[src/rtl/wb_port_arbiter.sv]
// Round-robin arbiter sharing the register-file write port between ALU (port 0) and load (port 1) writeback.
// One-cycle latency from accept edge to rf_*; rf_stall blocks both readies and freezes all state.
module wb_port_arbiter #(
  parameter int DATA_W = 32,
  parameter int ADDR_W = 5,
  parameter int CNT_W  = 16
) (
  input  logic              clk,
  input  logic              rst_n,
  input  logic              req0_valid,
  input  logic [ADDR_W-1:0] req0_addr,
  input  logic [DATA_W-1:0] req0_data,
  output logic              req0_ready,
  input  logic              req1_valid,
  input  logic [ADDR_W-1:0] req1_addr,
  input  logic [DATA_W-1:0] req1_data,
  output logic              req1_ready,
  input  logic              rf_stall,
  output logic              sel,
  output logic              rf_we,
  output logic [ADDR_W-1:0] rf_waddr,
  output logic [DATA_W-1:0] rf_wdata,
  output logic [CNT_W-1:0]  conflict_cnt
);

  localparam logic [CNT_W-1:0] CNT_MAX = {CNT_W{1'b1}};

  logic              last_grant_q, last_grant_d;
  logic              sel_q, sel_d;
  logic              we_q, we_d;
  logic [ADDR_W-1:0] waddr_q, waddr_d;
  logic [DATA_W-1:0] wdata_q, wdata_d;
  logic [CNT_W-1:0]  cnt_q, cnt_d;

  logic              contended;
  logic              grant0, grant1;
  logic [ADDR_W-1:0] win_addr;
  logic [DATA_W-1:0] win_data;

  assign contended = req0_valid && req1_valid;

  // On a tie the port that did not win last time goes; last_grant resets to 1 so port 0 takes the first tie.
  assign grant0 = !rf_stall && req0_valid && (!req1_valid || last_grant_q);
  assign grant1 = !rf_stall && req1_valid && (!req0_valid || !last_grant_q);

  assign req0_ready = grant0;
  assign req1_ready = grant1;

  assign win_addr = grant1 ? req1_addr : req0_addr;
  assign win_data = grant1 ? req1_data : req0_data;

  always_comb begin
    last_grant_d = last_grant_q;
    sel_d        = sel_q;
    we_d         = we_q;
    waddr_d      = waddr_q;
    wdata_d      = wdata_q;
    cnt_d        = cnt_q;
    if (!rf_stall) begin
      if (grant0 || grant1) begin
        last_grant_d = grant1;
        sel_d        = grant1;
        waddr_d      = win_addr;
        wdata_d      = win_data;
        // Register 0 is hardwired: the handshake completes but the write is dropped.
        we_d         = (win_addr != '0);
      end else begin
        we_d = 1'b0;
      end
      if (contended && (cnt_q != CNT_MAX)) begin
        cnt_d = cnt_q + 1'b1;
      end
    end
  end

  always_ff @(posedge clk) begin
    if (!rst_n) begin
      last_grant_q <= 1'b1;
      sel_q        <= 1'b0;
      we_q         <= 1'b0;
      waddr_q      <= '0;
      wdata_q      <= '0;
      cnt_q        <= '0;
    end else begin
      last_grant_q <= last_grant_d;
      sel_q        <= sel_d;
      we_q         <= we_d;
      waddr_q      <= waddr_d;
      wdata_q      <= wdata_d;
      cnt_q        <= cnt_d;
    end
  end

  assign sel          = sel_q;
  assign rf_we        = we_q;
  assign rf_waddr     = waddr_q;
  assign rf_wdata     = wdata_q;
  assign conflict_cnt = cnt_q;

endmodule

[config.mk]
export PLATFORM = sky130hd
export DESIGN_NAME = wb_port_arbiter
export DESIGN_NICKNAME = d
export VERILOG_FILES = /design/src/rtl/wb_port_arbiter.sv
export SDC_FILE = /design/constraint.sdc
export NUM_CORES = 1
export LEC_CHECK = 0
export BUFFER_PORTS_ARGS = -buffer_cell sky130_fd_sc_hd__buf_2
export CELL_PAD_IN_SITES_DETAIL_PLACEMENT = 1
export CELL_PAD_IN_SITES_GLOBAL_PLACEMENT = 2
export CORE_MARGIN = 2
export CORE_UTILIZATION = 26
export CTS_CLUSTER_DIAMETER = 30
export DETAILED_ROUTE_END_ITERATION = 10
export PLACE_DENSITY_LB_ADDON = 0.1
export SYNTH_ARGS = -nofsm -noshare
export SYNTH_HDL_FRONTEND = slang
export SYNTH_SLANG_ARGS = --single-unit
[constraint.sdc]
create_clock -name clk -period 4.95 [get_ports clk]
set_clock_uncertainty 0.2 [all_clocks]
set_input_delay 0.495 -clock clk [delete_from_list [all_inputs] [get_ports clk]]
set_output_delay 0.495 -clock clk [all_outputs]
set_load 0.03 [all_outputs]
## After elaboration in Yosys (flattened, before gate mapping)

Index checks and enable logic that the tools add are counted.
Widths: inputs -> output; s select.

| storage, ports and cells | value |
|---|---|
| register bits after elaboration | 56 |
| bits of input ports | 79 |
| output and inout port bits | 57 |
| word-level logic and storage cells | 28 |

| operators by class | value |
|---|---|
| add/subtract/negate cells | 1 |
| equal/unequal tests | 1 |
| muxes and demuxes | 3 |
| bitwise gates (word level) | 1 |
| reduce and logical (&&, ||, !) cells | 16 |

Operators with widths:

| kind | number |
|---|---|
| $mux 32 | 1 |
| $add 16x1->16 const B | 1 |
| $ne 16x16->1 const B | 1 |
| $logic_and 1x1->1 | 6 |
| $mux 5 | 1 |
| $reduce_bool 5->1 | 1 |
| $logic_not 1->1 | 4 |
| $reduce_and 2->1 | 2 |
| $logic_or 1x1->1 | 3 |
| $mux 1 | 1 |
| $not 1->1 | 1 |

## Longest topological paths before layout

| logic depth | value |
|---|---|
| depth in word-level cells | 6 |
| gate-level depth with buffers | 7 |
| gate-level depth less buffers | 5 |

## Worst setup path before layout

Ideal clock, no wire load.

| timing path | value |
|---|---|
| path type | register to register |
| start point | register cnt_q[0] (netlist: conflict_cnt[0]) |
| end point | register cnt_q[1] (netlist: conflict_cnt[1]) |
| library setup time | 0.128 ns |
| arrival | 1.875 ns |
| required time | 4.622 ns |
| setup slack | 2.747 ns |
| stages on the path, launching flop included | 7 |
| path buffers | 1 |
| period minus slack after synthesis | 2.203 ns |
| cells stage by stage | dfxtp_1 ha_1 nand4_1 o41ai_4 buf_6 mux2i_1 nor2_1 |

| between the ends | value |
|---|---|
| longest elaborated chain between the ends | 3 |
| elaborated cells on any way between the ends | 4 |
| those cells by class | add/sub: 1; eq/ne: 1; reduce/logical: 2 |

RTL lines:

| item | line | RTL |
|---|---|---|
| start, declared | 33 | `logic [CNT_W-1:0] cnt_q, cnt_d;` |
| start signal, assigned | 90 | `cnt_q <= cnt_d;` |
| branches (longest 3 deep; another with $add 16x1->16) | - |  |

Parallel ways; which one is timed is not known.
A chain may end at the register's enable or synchronous reset.

## Worst setup path in the final report

| timing path | value |
|---|---|
| start point | register cnt_q[0] (netlist: conflict_cnt[0]) |
| end point | register cnt_q[15] (netlist: conflict_cnt[15]) |

The elaborated chain is that of the path after synthesis.

==> flow_summary.ini <==
[placed_design]
placedCellCount = 572
io_buffers = 135
gp_congestion = 0.7756
dpl-instance-area_um2 = 3393
pre_cts_slack_ps = 2330
dpl.hpwl_um = 6365

[pwr]
p_switching_mw = 0.2989
p_int_mw = 0.6600
share_comb_of_total_power_pct = 21.9
pwr-share-clk_pct = 27.0
worst_ir_drop_vdd_uv = 108.2
p_per_area_nw_per_um2 = 275.1
leakage_nw = 1.583
p_sw_share_pct = 31.17
p_seq_share_pct = 51.1

[critical_path]
worstPathArrival_ps = 2410
path_buf_inv = 0
cp.depth = 5
required_ps = 4950
crit_start = conflict_cnt[0]
cp_top_family = compound AO/OA/AOI/OAI gates
crit_end = conflict_cnt[15]
cp_slowest_cell = o41ai_4
crit_type = reg -> reg
cpPeakStageDelay_ps = 900
reg2regPathDepth = 5
r2r_end = conflict_cnt[15]
cp_max_fo = 19
endpoint_kind = register
r2r_slack_ps = 2540
startpoint_type = register
path_cells = ha_1 > nand4_1 > o41ai_4 > nor4_1 > mux2i_1
r2r-start = conflict_cnt[0]

[layout]
synthToLayoutAreaGrowth_pct = 33.17
instances_no_fill = 580
nets = 526
drive_above_1_share_pct = 34.45
final_area_um2 = 3486
n_antenna_cell = 0

[timing]
hold_violations = 0
setup_tns_ps = 0
setup_viol = 0
whs_ps = 237.9
fmax_ghz = 0.4149
drv_slew = 0
slew-limit-headroom_pct = 26.02
worst_slew_pin_slew_ps = 1107
post-route-min-period_ps = 2410
layout_setup_ws_ps = 2540
fin_crit_sh_pct = 48.69
rsz0062_at_grt = false

[drt]
drtAntennaViolNets = 0
drt-initial-drc-count = 64
avgRoutedWirePerCell_um = 15.51
wl_um = 8996
avgViaCountPerCell = 4.969
firstDrtPassIters = 4
drc = 0
via_count = 2882

[clocking]
post-cts-setup-buffers = 0
cts_hold_buf = 0
cts-buffers-inserted = 5
cts_root_buf = clkbuf_8
clock_latency_ps = 310
cts-htree-levels = 2
cts.repair.resized = 0
cts_tree = built
path_clk_slew_ps = 100
cts_buffer_depth = 2
cts_sinks = 56

[min_path]
hp-class = in -> reg

[synthesis]
yosysWarningCount = 0
synth_enable_flop_cells = 0
synthTopCellsByCount = dfxtp_1, nand2_1, nor2_1, nand3_1, a311oi_1
synth.top_cell.area_share_pct = 42.83
synthesis.area_um2 = 2618
synth.most_common_cell = dfxtp_1
synth_top_area_cell = dfxtp_1
async_flop_share_pct = 0
syn_avg_cell_area_um2 = 8.005
synthFlopType = dfxtp_1
synth_seq_cells = 56
synthCells = 327
synth_nets = 407
post_synth_main_area_contributors = dfxtp_1, a311oi_1, nand3_1, nand2_1, nor2_1
synth_cell_types = 39
ys_seq_area_share_pct = 42.83

[global_routing]
grt_pass1_vias = 2864
grt_pass1_wl_um = 14570
overflow = 0
antenna_found_initial = 0
grt_max_degree = 53
grt_usage_pct = 16.33

[floorplanning]
die_h_um = 104.3
initial_utilization_pct = 26.78
rows = 36
core_area_um2 = 9774
die-area_um2 = 10890
ios = 136
die_w_um = 104.3

[status]
status = finished, final reports clean

[run]
cap_violations = 0
area by class of cell:
cell class / count / area, µm²
clock inverters: 2 / 10.01
flip-flops and latches: 56 / 1121
repair buffers: 140 / 713.2
clock buffers: 6 / 82.58
fillers: 1249 / 6289
multi-input cells: 239 / 1378
inverters: 4 / 15.01
well taps: 133 / 166.4
flip-flops by register name, indices dropped and copies added (netlist names):
name / count
rf_wdata: 32
conflict_cnt: 16
rf_waddr: 5
last_grant_q: 1
rf_we: 1
sel: 1
logic make-up after synthesis:
group	Yosys count	share of synthesized area, %
AOI/OAI and AO/OA	66	19.98
xor gates and xnor gates	1	0.3347
adders and majority gates	1	0.4779
buffers and inverters	32	5.114
DFF	56	42.83
muxes	3	1.147
and+or+nand+nor	168	30.11
metrics by stage:
step	total power [mW]	utilization (%)
3_3_place_gp	0.7113	34.72
5_1_grt	1.017	35.66
6_report	0.9589	35.66
3_5_place_dp	0.7140	34.72
2_1_floorplan	0.6305	-
4_1_cts	0.9813	35.66
cells in the final DEF (no fill, tap or decap), types with 2 or more instances in the layout:
master    count
a21oi_1      11
a311oi_1     37
and3_1        4
buf_2       135
buf_4         5
clkbuf_8      6
clkinv_2      2
dfxtp_1      56
inv_1         3
mux2i_1       3
nand2_1      51
nand2b_1      5
nand3_1      39
nand4_1       4
nand4b_1      2
nor2_1       43
nor4_1        3
o21ai_0       2
o21ai_1       4
o311ai_0      2
o31ai_1       4
o41ai_1       2
or3_1         4
or4_1         4
worst reg2reg max path: cells and delay by family, from the launching register on:
kind	cells	cell delay, ps
AOI/OAI and AO/OA	1	900
adders and majority gates	1	220
DFF	1	400
muxes	1	160
and+or+nand+nor	2	420
power by group through the flow:
stage | Combinational (mW) | Clock, mW | Sequential (mW)
2_1_floorplan | 0.0803 | 0 | 0.550
3_3_place_gp | 0.211 | 0 | 0.500
3_5_place_dp | 0.213 | 0 | 0.501
4_1_cts | 0.214 | 0.277 | 0.491
5_1_grt | 0.230 | 0.293 | 0.494
6_report | 0.210 | 0.259 | 0.490
worst min path at each step:
stage | cells past startpoint | start | endpoint
after floorplan | 2 | last_grant_q | last_grant_q
after global placement | 2 | sel | sel
after detailed placement | 2 | sel | sel
after CTS | 3 | req0_data[27] | rf_wdata[27]
after global routing | 3 | req0_data[27] | rf_wdata[27]
final | 3 | req0_data[27] | rf_wdata[27]
routing by layer:
layer	part of all wire [%]	track usage, %	vias to the layer above
met4	0.97	4.054	0
met5	0	0	-
met2	48	27.68	70
li1	-	-	1434
met1	45	20.61	1370
met3	6.1	4.198	8
(Power assumes the default switching activity.)
